`config.mk`:
```
export PLATFORM = sky130hd
export DESIGN_NAME = spi_instruction_sequencer
export DESIGN_NICKNAME = d
export VERILOG_FILES = /design/src/rtl/spi_instruction_sequencer.sv
export SDC_FILE = /design/constraint.sdc
export NUM_CORES = 1
export LEC_CHECK = 0
export BUFFER_PORTS_ARGS = -buffer_cell sky130_fd_sc_hd__buf_2
export CAP_MARGIN = 30
export CORE_AREA = 2 2 56 85
export CTS_CLUSTER_DIAMETER = 100
export DETAILED_ROUTE_END_ITERATION = 12
export DIE_AREA = 0 0 58 87
export PLACE_DENSITY = 0.87
export SLEW_MARGIN = 20
export SYNTH_ARGS = -nofsm -noshare
export SYNTH_HDL_FRONTEND = slang
export SYNTH_SLANG_ARGS = --single-unit
```
`constraint.sdc`:
```
create_clock -name iclk -period 2.55 [get_ports iclk]
set_clock_uncertainty 0.15 [all_clocks]
set_input_delay 0.1275 -clock iclk [delete_from_list [all_inputs] [get_ports iclk]]
set_output_delay 0.1275 -clock iclk [all_outputs]
set_load 0.05 [all_outputs]
```
`src/rtl/spi_instruction_sequencer.sv`:
```
// Executes SPI-written instructions in the iclk domain: toggle synchroniser,
// opcode decode and a control FSM for soft reset, trigger arming and readout.
module spi_instruction_sequencer #(
    parameter int SYNC_STAGES     = 2,
    parameter int SOFT_RST_CYCLES = 16,
    parameter int READOUT_TIMEOUT = 1024
) (
    input  logic       iclk,
    input  logic       rst,
    input  logic [7:0] instruction,
    input  logic       inst_wr_tgl,
    input  logic [7:0] trigger_channel_mask,
    input  logic [7:0] mode,
    input  logic [7:0] ext_trig,
    input  logic       readout_done,
    output logic       soft_rst,
    output logic       trig_out,
    output logic [7:0] trig_ch,
    output logic       readout_req,
    output logic       busy,
    output logic [7:0] status
);

    typedef enum logic [1:0] {
        IDLE    = 2'b00,
        ARMED   = 2'b01,
        SOFTRST = 2'b10,
        READOUT = 2'b11
    } state_t;

    localparam logic [7:0] OP_NOP      = 8'h00;
    localparam logic [7:0] OP_SOFT_RST = 8'h01;
    localparam logic [7:0] OP_ARM      = 8'h02;
    localparam logic [7:0] OP_DISARM   = 8'h03;
    localparam logic [7:0] OP_READOUT  = 8'h04;
    localparam logic [7:0] OP_FORCE    = 8'h05;
    localparam logic [7:0] OP_CLEAR    = 8'h06;

    localparam int CNT_MAX = (READOUT_TIMEOUT > SOFT_RST_CYCLES) ? READOUT_TIMEOUT : SOFT_RST_CYCLES;
    localparam int CW      = (CNT_MAX > 2) ? $clog2(CNT_MAX) : 1;

    state_t                 r_state;
    logic [SYNC_STAGES-1:0] r_sync;
    logic                   r_tgl_d;
    logic [7:0]             r_opcode;
    logic                   r_cmd_pend;
    logic [CW-1:0]          r_cnt;
    logic [2:0]             r_trig_cnt;
    logic                   r_err_timeout;
    logic                   r_err_busy;
    logic                   r_err_illegal;
    logic                   r_soft_rst;
    logic                   r_trig_out;
    logic [7:0]             r_trig_ch;
    logic                   r_readout_req;

    logic                   w_cmd_new;
    logic                   w_force;
    logic                   w_illegal;
    logic [7:0]             w_hit;

    assign w_cmd_new = r_sync[SYNC_STAGES-1] ^ r_tgl_d;
    assign w_illegal = (r_opcode > OP_CLEAR);
    // A pending FORCE_TRIGGER in ARMED behaves as if every masked channel fired.
    assign w_force   = r_cmd_pend && (r_opcode == OP_FORCE) && (r_state == ARMED);
    assign w_hit     = (ext_trig | {8{w_force}}) & trigger_channel_mask;

    assign soft_rst    = r_soft_rst;
    assign trig_out    = r_trig_out;
    assign trig_ch     = r_trig_ch;
    assign readout_req = r_readout_req;
    assign busy        = r_state[1];
    assign status      = {r_trig_cnt, r_err_timeout, r_err_busy, r_err_illegal, r_state};

    always_ff @(posedge iclk or posedge rst) begin
        if (rst) begin
            r_state       <= IDLE;
            r_sync        <= '0;
            r_tgl_d       <= 1'b0;
            r_opcode      <= 8'h00;
            r_cmd_pend    <= 1'b0;
            r_cnt         <= '0;
            r_trig_cnt    <= 3'd0;
            r_err_timeout <= 1'b0;
            r_err_busy    <= 1'b0;
            r_err_illegal <= 1'b0;
            r_soft_rst    <= 1'b0;
            r_trig_out    <= 1'b0;
            r_trig_ch     <= 8'h00;
            r_readout_req <= 1'b0;
        end else begin
            r_sync     <= {r_sync[SYNC_STAGES-2:0], inst_wr_tgl};
            r_tgl_d    <= r_sync[SYNC_STAGES-1];
            r_trig_out <= 1'b0;

            case (r_state)
                IDLE, ARMED: begin
                    if (r_state == ARMED && w_hit != 8'h00) begin
                        // Trigger wins; a non-force command stays pending for next cycle.
                        r_trig_out <= 1'b1;
                        r_trig_ch  <= w_hit;
                        if (r_trig_cnt != 3'd7) r_trig_cnt <= r_trig_cnt + 3'd1;
                        if (!mode[0]) r_state <= IDLE;
                        if (w_force) r_cmd_pend <= 1'b0;
                    end else if (r_cmd_pend) begin
                        r_cmd_pend <= 1'b0;
                        if (r_opcode == OP_SOFT_RST) begin
                            r_state    <= SOFTRST;
                            r_soft_rst <= 1'b1;
                            r_cnt      <= '0;
                            r_trig_cnt <= 3'd0;
                        end else if (r_opcode == OP_ARM && r_state == IDLE) begin
                            r_state    <= ARMED;
                            r_trig_cnt <= 3'd0;
                        end else if (r_opcode == OP_DISARM && r_state == ARMED) begin
                            r_state <= IDLE;
                        end else if (r_opcode == OP_READOUT && r_state == IDLE) begin
                            r_state       <= READOUT;
                            r_readout_req <= 1'b1;
                            r_cnt         <= '0;
                        end else if (r_opcode == OP_CLEAR) begin
                            r_err_timeout <= 1'b0;
                            r_err_busy    <= 1'b0;
                            r_err_illegal <= 1'b0;
                        end else if (w_illegal) begin
                            r_err_illegal <= 1'b1;
                        end
                    end
                end
                default: begin
                    if (r_state == SOFTRST) begin
                        if (r_cnt == CW'(SOFT_RST_CYCLES - 1)) begin
                            r_soft_rst <= 1'b0;
                            r_state    <= IDLE;
                        end else begin
                            r_cnt <= r_cnt + 1'b1;
                        end
                    end else if (readout_done) begin
                        r_readout_req <= 1'b0;
                        r_state       <= IDLE;
                    end else if (r_cnt == CW'(READOUT_TIMEOUT - 1)) begin
                        r_readout_req <= 1'b0;
                        r_err_timeout <= 1'b1;
                        r_state       <= IDLE;
                    end else begin
                        r_cnt <= r_cnt + 1'b1;
                    end
                    if (r_cmd_pend) begin
                        r_cmd_pend <= 1'b0;
                        if (r_opcode == OP_CLEAR) begin
                            r_err_timeout <= 1'b0;
                            r_err_busy    <= 1'b0;
                            r_err_illegal <= 1'b0;
                        end else if (w_illegal) begin
                            r_err_illegal <= 1'b1;
                        end else if (r_opcode != OP_NOP) begin
                            r_err_busy <= 1'b1;
                        end
                    end
                end
            endcase

            if (w_cmd_new) begin
                r_opcode   <= instruction;
                r_cmd_pend <= 1'b1;
            end
        end
    end

endmodule

```
==> results of run 1 <==
## cells by family (layout without fill, tap and decap cells)
group           Yosys count  count (layout)  share of synthesized area (%)
buf+inv                  32             106                           7.17
compound gates           60              60                           20.1
mux                      12              12                           5.87
xor+xnor                  2               2                          0.791
fa+ha+maj                 3               3                           1.69
simple gates             74              74                           18.1
flops                    41              41                           46.3
## through the flow
| step | instance area [um^2] | setup TNS (ns) |
|---|---|---|
| finish | 2870 | 0 |
| global route | 2870 | -0.189 |
| CTS | 2830 | 0 |
| detailed placement | 2540 | 0 |
| global placement | 2540 | 0 |
| floorplan | 2240 | 0 |
## final cells by class
class / count / area (um^2)
clock buffer: 7 / 96.3
clock inverter: 1 / 5.00
fill: 329 / 1480
inverter: 16 / 60.1
multi-input combinational: 151 / 1060
sequential: 41 / 1030
tap: 48 / 60.1
timing repair buffer: 82 / 559
## cell usage in the layout, fill, tap and decap left out, types with 3 or more instances in the layout
cell type      count
buf_2             48
dfrtp_1           40
nand2_1           27
dlygate4sd3_1     19
inv_1             16
a31oi_1           14
buf_4             13
nand3_1           12
o31ai_1            9
a22o_1             8
nor2_1             8
mux2_2             8
o21ai_0            7
clkbuf_8           7
or3_1              5
mux2i_1            4
and3_1             4
o22ai_1            3
nor3_1             3
a21o_1             3
a31o_2             3
ha_1               3
## power by group through the flow
stage	clock network [mW]	logic, mW	registers (mW)
2_1_floorplan	0	0.471	1.31
3_3_place_gp	0	1.10	0.914
3_5_place_dp	0	1.12	0.927
4_1_cts	0.479	1.15	0.914
5_1_grt	0.505	1.27	0.935
6_report	0.469	1.18	0.914
## worst register-to-register path, cell delays in order, from the launching register on
cell and delay (ns):
dfrtp_1 0.43, nor4b_4 0.15, buf_4 0.17, buf_4 0.14, a31oi_2 0.21, o22ai_2 0.13
o41ai_4 0.33, buf_4 0.21, buf_6 0.16, a21boi_0 0.09, a31o_2 0.22
## per-layer routing
layer | track usage [%] | share of wire [%] | vias up
met5 | 0 | 0 | -
met4 | 9.30 | 2.3 | 0
met3 | 3.86 | 5.2 | 13
met2 | 40.9 | 54 | 82
met1 | 25.3 | 39 | 985
li1 | - | - | 960
## worst min-delay path by stage
stage,cells after the start,start,endpoint
after floorplan,0,inst_wr_tgl,r_sync[0]
after global placement,2,rst,trig_out
after detailed placement,2,rst,r_cmd_pend
after CTS,4,mode[0],r_state[0]
after global routing,4,mode[0],r_state[0]
final,4,mode[0],r_state[0]
## state kept, by name, indices dropped and copies added (netlist names), 2 cells and up
register,flops
r_sync,2
r_trig_cnt,3
r_state,2
trig_ch,8
r_cnt,10
r_opcode,8
## cells in the mapped netlist (2+ instances only)
cell,count,area share [%]
clkbuf_1,4,0.68
nor3_1,3,0.68
inv_1,16,2.7
a31o_2,3,1.2
buf_4,7,2.4
o2bb2ai_1,2,0.79
mux2_2,8,4.1
nor2_1,8,1.4
mux2i_1,4,1.8
ha_1,3,1.7
o31ai_1,9,3.0
o22ai_1,4,1.1
a22o_1,8,3.2
dfrtp_1,41,46
buf_2,4,0.90
o21ai_0,7,1.6
a21o_1,3,1.0
nand3_1,12,2.7
o41ai_1,2,0.79
nand2_1,27,4.6
or3_1,5,1.4
xor2_1,2,0.79
a21oi_1,2,0.45
and3_1,4,1.1
or2_2,2,0.56
a31oi_1,16,4.5
nor4_1,2,0.56
## what timing repair did
item                                   in CTS  in global routing
gates resized for setup                     0                  3
hold buffers                               19                  0
endpoints found under the hold margin      30                  0
setup endpoints to repair                   0                 23
setup buffers                               0                  3
==> flow_metrics.py, run 1 <==
metrics = {
    "sta": {
        "max_slew.worst_pin.slew_ns": 0.814,
        "finalCritPeriodShare_pct": 98.3,
        "finalHoldViolations": 0,
        "fin_hold_ws_ns": 0.0392,
        "setup_viol": 0,
        "final.min_clock_period_ns": 2.51,
        "fmax_ghz": 0.399,
        "setup_slack_ns": 0.0440,
        "relSlewSlack_pct": 45.5,
        "drv_slew": 0,
    },
    "detailed_routing": {
        "ant_nets": 0,
        "first_pass_iters": 4,
        "drc": 0,
        "drtIter0Drc": 90,
        "via_per_inst": 5.90,
        "post_drt_wl_per_cell_um": 15.5,
        "vias": 2040,
        "drt-total-wl_um": 5380,
    },
    "hold_path": {
        "min_path_type": "in2reg",
    },
    "synth": {
        "syn_avg_cell_area_um2": 9.89,
        "async_reset_ff_share_pct": 100,
        "ys.flop_type": "dfrtp_1",
        "ys_seq_area_share_pct": 46.3,
        "synth_edf_count": 0,
        "synth_warnings": 0,
        "netlist_instances": 224,
        "syn_nets": 263,
        "ys_types": 43,
        "synth_area_um2": 2220,
        "ys_ff_latch": 41,
    },
    "global_routing": {
        "grt_usage_pct": 22.5,
        "grt_max_degree": 26,
        "overflow": 0,
        "grt_pass1_vias": 2059,
        "grt_pass1_wl_um": 8870,
        "antenna_found_initial": 0,
    },
    "critical_path": {
        "worstPathArrival_ns": 2.54,
        "crit_slowest_cell": "dfrtp_1",
        "rr_endpoint": "r_err_busy",
        "cp_max_fo": 13,
        "critPathRequiredTime_ns": 2.58,
        "path_class": "reg2reg",
        "endpoint": "r_err_busy",
        "ff2ff_setup_slack_ns": 0.04,
        "endpoint_kind": "flip-flop",
        "path_buf_inv": 4,
        "worst_path_most_repeated_cell": "buf_4",
        "max_stage_delay_ns": 0.43,
        "r2r-start": "r_cmd_pend",
        "crit_family": "compound AO/OA/AOI/OAI gates",
        "worstSetupStartpointType": "flip-flop",
        "crit_chain": "nor4b_4 -> buf_4 -> buf_4 -> a31oi_2 -> o22ai_2 -> o41ai_4 -> buf_4 -> buf_6 -> a21boi_0 -> a31o_2",
        "crit_start": "r_cmd_pend",
        "cp_num_cells": 10,
        "r2r_cells": 10,
    },
    "clocking": {
        "clkTransAtPathRegs_ns": 0.08,
        "clock_latency_ns": 0.29,
        "root_buffer": "clkbuf_8",
        "h-tree-depth": 2,
        "cts.sinks": 41,
        "cts_tree": "yes",
        "clock_path_buffers": 2,
        "numCtsBuffers": 5,
    },
    "final_layout": {
        "final_util_pct": 65.9,
        "syn2layout_area_growth_pct": 29.6,
        "final_cell_count_no_fill": 346,
        "n_antenna_cell": 0,
        "final_layout_size_suffix_gt1_share_pct": 31.9,
        "nets": 336,
    },
    "flow_run": {
        "drv_cap": 0,
    },
    "pwr": {
        "p_sw_share_pct": 43.8,
        "peakVddDrop_v": 0.000903,
        "power.internal_mw": 1.44,
        "powerDensity_nw_per_um2": 891,
        "total_power_mw": 2.56,
        "power_frac_seq_pct": 35.7,
        "pwr-share-clk_pct": 18.3,
        "comb_power_share_pct": 46.0,
        "p_sw_mw": 1.12,
        "power.leakage_nw": 1.36,
    },
    "floorplanning": {
        "die_w_um": 58,
        "num_rows": 30,
        "die_h_um": 87,
        "start_util_pct": 50.9,
        "coreArea_um2": 4350,
        "ios": 56,
        "die_area_um2": 5050,
    },
    "placed_design": {
        "hpwl_um": 3670,
        "dp_slack_ns": 0.0374,
        "gp_congestion": 0.805,
        "port_buffers": 48,
        "dp_cells": 316,
    },
    "outcome": {
        "status": "finished, final reports clean",
    },
}
No activity file was read; power rests on OpenSTA's default activity.
==> run 2, diff against run 1 <==
Settings changed: RECOVER_POWER from default to 25, SETUP_SLACK_MARGIN from default to 0.5.
==> run 2 against run 1 <==
Effect of this change: clock-buffer cell count did not move; combinational power rose by 23%; non-clock buffer count rose by 12; largest cell class unchanged; largest power group unchanged.
==> flow_metrics.py, run 2 (synthesis results as in run 1) <==
metrics = {
    "critical_path": {
        "path_class": "reg2reg",
        "crit_start": "r_opcode[4]",
        "crit_slowest_cell": "dfrtp_2",
        "worst_path_most_repeated_cell": "buf_6",
        "worstSetupStartpointType": "flip-flop",
        "endpoint_kind": "flip-flop",
        "crit_family": "compound AO/OA/AOI/OAI gates",
        "critPathRequiredTime_ns": 2.56,
        "max_stage_delay_ns": 0.43,
        "path_buf_inv": 3,
        "r2r-start": "r_opcode[4]",
        "crit_chain": "nor4b_4 -> buf_6 -> a31oi_4 -> o22ai_4 -> o41ai_4 -> buf_6 -> buf_6 -> a31oi_1 -> a31oi_1",
        "cp_max_fo": 13,
        "worstPathArrival_ns": 2.39,
    },
    "detailed_routing": {
        "drt-total-wl_um": 7260,
        "drtIter0Drc": 235,
        "via_per_inst": 6.38,
        "first_pass_iters": 5,
        "ant_nets": 0,
        "vias": 2295,
        "post_drt_wl_per_cell_um": 20.2,
        "drc": 0,
    },
    "final_layout": {
        "largest_reg_flops": 10,
        "final_util_pct": 73.1,
        "regMostFlops": "r_cnt",
        "final_layout_size_suffix_gt1_share_pct": 41.7,
        "nets": 350,
        "syn2layout_area_growth_pct": 43.6,
        "final_common_cell": "buf_2",
        "final_cell_mix": "buf_2 (48), dfrtp_1 (37), nand2_1 (26)",
        "n_antenna_cell": 0,
    },
    "pwr": {
        "peakVddDrop_v": 0.000732,
        "power.leakage_nw": 1.46,
        "powerDensity_nw_per_um2": 920,
    },
    "clocking": {
        "cts_tree": "yes",
        "root_buffer": "clkbuf_8",
        "numCtsBuffers": 5,
        "clock_latency_ns": 0.30,
        "h-tree-depth": 2,
        "clock_path_buffers": 2,
        "cts.sinks": 41,
        "clkTransAtPathRegs_ns": 0.08,
    },
    "floorplanning": {
        "ios": 56,
        "die_area_um2": 5050,
        "coreArea_um2": 4350,
        "start_util_pct": 50.9,
        "die_w_um": 58,
        "die_h_um": 87,
        "num_rows": 30,
    },
    "sta": {
        "relSlewSlack_pct": 30.9,
        "finalHoldViolations": 0,
        "fin_setup_tns_ns": 0,
        "max_slew.worst_pin.slew_ns": 1.04,
        "rsz0062_at_grt": "true",
        "setup_viol": 0,
        "final.min_clock_period_ns": 2.38,
        "drv_slew": 0,
        "fmax_ghz": 0.421,
        "setup_slack_ns": 0.173,
        "finalCritPeriodShare_pct": 93.2,
    },
    "global_routing": {
        "grt_usage_pct": 26.6,
        "grt_pass1_wl_um": 10200,
        "grt_pass1_vias": 2184,
        "grt_max_degree": 42,
        "overflow": 0,
        "antenna_found_initial": 0,
    },
    "placed_design": {
        "hpwl_um": 3660,
        "dp_slack_ns": 0.0877,
        "port_buffers": 48,
        "gp_congestion": 0.788,
    },
    "hold_path": {
        "worst_hold_startpoint": "trigger_channel_mask[2]",
        "min_path_type": "in2reg",
    },
    "flow_run": {
        "drv_cap": 0,
    },
    "outcome": {
        "status": "finished, final reports clean",
    },
}
-- run 2: routing by layer --
layer	GRT usage [%]	routed length [um]
met4	13.7	315
met5	0	0
met2	49.3	3870
met1	27.9	2590
met3	4.75	485
-- run 2: final timing paths --
kind                                 end  slack [ns]  cells after the start
hold reg to reg                r_sync[1]        0.20                      0
min in group asynchronous  r_err_timeout        0.56                      4
hold / removal                trig_ch[2]       0.004                      3
max in group asynchronous     r_state[0]        0.98                      4
setup / recovery           r_err_illegal        0.17                      9
setup reg to reg           r_err_illegal        0.17                      9
-- run 2: power by group --
part | total (mW) | switching [mW] | internal (mW)
clock | 0.551 | 0.231 | 0.319
combinational | 1.45 | 0.945 | 0.501
sequential | 0.929 | 0.122 | 0.807
total | 2.93 | 1.30 | 1.63
-- run 2: tightest hold or removal path, stage by stage --
cell	delay, ns
buf_2	0.10
inv_1	0.09
o31ai_2	0.09
-- run 2: stage by stage --
stage | area (um^2) | hold slack (ns) | power [mW] | std cells
2_1_floorplan | 2290 | 0.00893 | 1.79 | 224
3_3_place_gp | 2570 | 0.0876 | 2.01 | 317
3_5_place_dp | 2570 | 0.0868 | 2.05 | 317
4_1_cts | 3130 | 0.00461 | 2.80 | 356
5_1_grt | 3180 | 0.000700 | 3.04 | 360
6_report | 3180 | 0.00354 | 2.93 | 360
-- run 2: layout make-up --
cell class / instances / area [um^2]
inverters: 16 / 60.1
fillers: 250 / 1170
clock buffers: 7 / 86.3
multi-input cells: 153 / 1250
flip-flops and latches: 41 / 1030
repair buffers: 94 / 659
well taps: 48 / 60.1
clock inverters: 1 / 30.0
-- run 2: repair_timing --
action,4_1_cts,5_1_grt
setup buffers,10,4
gates cloned,3,0
pin swaps,18,9
endpoints found under the setup margin,29,29
hold buffers,18,0
gates resized for setup,33,3
endpoints found under the hold margin,59,0
==> run 3, diff against run 2 <==
--- a/config.mk
+++ b/config.mk
@@ -9,7 +9,6 @@
 export CAP_MARGIN = 30
-export CORE_AREA = 2 2 56 85
+export CORE_AREA = 2 2 74 111
 export CTS_CLUSTER_DIAMETER = 100
 export DETAILED_ROUTE_END_ITERATION = 12
-export DIE_AREA = 0 0 58 87
-export PLACE_DENSITY = 0.87
+export DIE_AREA = 0 0 76 113
 export RECOVER_POWER = 25
==> constraint.sdc (replaced) <==
create_clock -name iclk -period 2.55 [get_ports iclk]
set_clock_uncertainty 0.15 [all_clocks]
set_input_delay 0.255 -clock iclk [delete_from_list [all_inputs] [get_ports iclk]]
set_output_delay 0.255 -clock iclk [all_outputs]
set_load 0.05 [all_outputs]
==> run 3 against run 2 <==
Effect of this change: utilization is 31 points lower; largest power group unchanged; setup slack better by 0.067 ns; clock-buffer cell count is 1 lower; critical endpoint is now r_trig_cnt[0].
==> flow_metrics.py, run 3 (synthesis results as in run 1) <==
metrics = {
    "outcome": {
        "status": "finished, final reports clean",
    },
    "placed_design": {
        "port_buffers": 48,
        "hpwl_um": 3820,
        "gp_congestion": 0.827,
    },
    "floorplanning": {
        "coreArea_um2": 7560,
        "ios": 56,
        "die_area_um2": 8590,
        "start_util_pct": 29.3,
        "num_rows": 39,
        "die_h_um": 113,
        "die_w_um": 76,
    },
    "sta": {
        "fmax_ghz": 0.433,
        "relSlewSlack_pct": 28.7,
        "final.min_clock_period_ns": 2.31,
        "setup_viol": 0,
        "finalHoldViolations": 0,
        "rsz0062_at_grt": "true",
        "fin_hold_ws_ns": 0.0539,
        "drv_slew": 0,
        "max_slew.worst_pin.slew_ns": 1.07,
        "finalCritPeriodShare_pct": 90.6,
    },
    "detailed_routing": {
        "via_per_inst": 5.11,
        "post_drt_wl_per_cell_um": 15.2,
        "drc": 0,
        "drtIter0Drc": 128,
        "drt-total-wl_um": 6040,
        "first_pass_iters": 7,
        "vias": 2022,
        "ant_nets": 0,
    },
    "pwr": {
        "total_power_mw": 3.01,
        "power.leakage_nw": 1.42,
        "peakVddDrop_v": 0.000393,
        "powerDensity_nw_per_um2": 948,
    },
    "global_routing": {
        "grt_pass1_wl_um": 9610,
        "antenna_found_initial": 0,
        "grt_max_degree": 42,
        "grt_usage_pct": 13.9,
        "overflow": 0,
        "grt_pass1_vias": 2046,
    },
    "critical_path": {
        "path_class": "reg2reg",
        "max_stage_delay_ns": 0.43,
        "worst_path_most_repeated_cell": "buf_6",
        "endpoint_kind": "flip-flop",
        "crit_chain": "nor4b_4 -> buf_6 -> a31oi_4 -> o22ai_4 -> o41ai_4 -> buf_6 -> buf_6 -> or3_1 -> nand3_1",
        "path_buf_inv": 3,
        "crit_slowest_cell": "dfrtp_2",
        "critPathRequiredTime_ns": 2.63,
        "worstSetupStartpointType": "flip-flop",
        "cp_max_fo": 6,
        "crit_family": "simple AND/OR/NAND/NOR gates",
        "worstPathArrival_ns": 2.39,
    },
    "clocking": {
        "h-tree-depth": 2,
        "root_buffer": "clkbuf_16",
        "cts_tree": "yes",
        "clock_path_buffers": 2,
        "numCtsBuffers": 5,
        "cts.sinks": 41,
        "clkTransAtPathRegs_ns": 0.07,
        "clock_latency_ns": 0.29,
    },
    "final_layout": {
        "fill_cells": 727,
        "final_common_cell": "buf_2",
        "final_cell_mix": "buf_2 (47), dfrtp_1 (37), nand2_1 (26)",
        "largest_reg_flops": 10,
        "nets": 332,
        "n_antenna_cell": 0,
        "regMostFlops": "r_cnt",
        "final_layout_size_suffix_gt1_share_pct": 44.9,
        "syn2layout_area_growth_pct": 43.1,
    },
    "hold_path": {
        "min_path_type": "in2reg",
    },
    "flow_run": {
        "drv_cap": 0,
    },
}
-- run 3: cell types whose count changed in the layout (fill, tap and decap cells not counted), moves of 2 or more --
cell           delta
clkbuf_16         +5
o31ai_1           -2
buf_6             +2
dlygate4sd3_1    -16
buf_4             -3
o31ai_2           +2
clkbuf_8          -5
-- run 3: cell type report --
type	instances	area (um^2)	share of cell area, %
Timing Repair Buffer	76	478	15.1
Clock inverter	2	37.5	1.18
Sequential cell	41	1030	32.5
Inverter	16	60.1	1.89
Tap cell	102	128	4.02
Multi-Input combinational cell	153	1300	40.9
Clock buffer	6	139	4.38
-- run 3: worst paths after layout --
path	cells past startpoint	from	to	slack, ns
setup / recovery	9	r_state[1]	r_trig_cnt[0]	0.24
hold reg to reg	0	r_sync[0]	r_sync[1]	0.20
min in group asynchronous	4	rst	r_cmd_pend	0.71
max in group asynchronous	4	rst	r_state[0]	0.81
setup reg to reg	9	r_state[1]	r_trig_cnt[0]	0.24
hold / removal	2	instruction[7]	r_opcode[7]	0.05
-- run 3: power by group --
part           leakage (nW)  switching (mW)  internal, mW  total, mW
clock                0.0831           0.266         0.489      0.755
sequential            0.507           0.118         0.807      0.925
combinational         0.835           0.872         0.457       1.33
-- run 3: worst register-to-register path: stages, from the launching register on --
cell	delay, ns
dfrtp_2	0.43
nor4b_4	0.38
buf_6	0.21
a31oi_4	0.12
o22ai_4	0.20
o41ai_4	0.10
buf_6	0.15
buf_6	0.12
or3_1	0.31
nand3_1	0.07
-- run 3: layer usage --
layer	GRT usage (%)	share of wire, %	vias to the layer above
met1	14.5	38	988
met4	6.30	2.8	0
li1	-	-	958
met3	3.59	4.8	13
met5	0	0	-
met2	26.0	54	63
-- run 3: repair_timing --
action                     4_1_cts  5_1_grt
hold endpoints to repair        42        0
gates cloned                     3        0
hold buffers                     2        0
setup endpoints to repair       29       29
setup buffers                    8        1
pin swaps                       15        4
resized for setup               26       14
-- run 3: per-stage QoR --
stage / instance area (um^2) / utilization, % / TNS (ns) / std cells / worst slack, ns
5_1_grt: 3170 / 41.9 / 0 / 396 / 0.187
3_3_place_gp: 2660 / 35.2 / 0 / 374 / 0.0270
2_1_floorplan: 2290 / - / 0 / 224 / 0.0596
6_report: 3170 / 41.9 / 0 / 396 / 0.240
3_5_place_dp: 2660 / 35.2 / -0.150 / 374 / -0.0269
4_1_cts: 3090 / 40.8 / 0 / 395 / 0.273
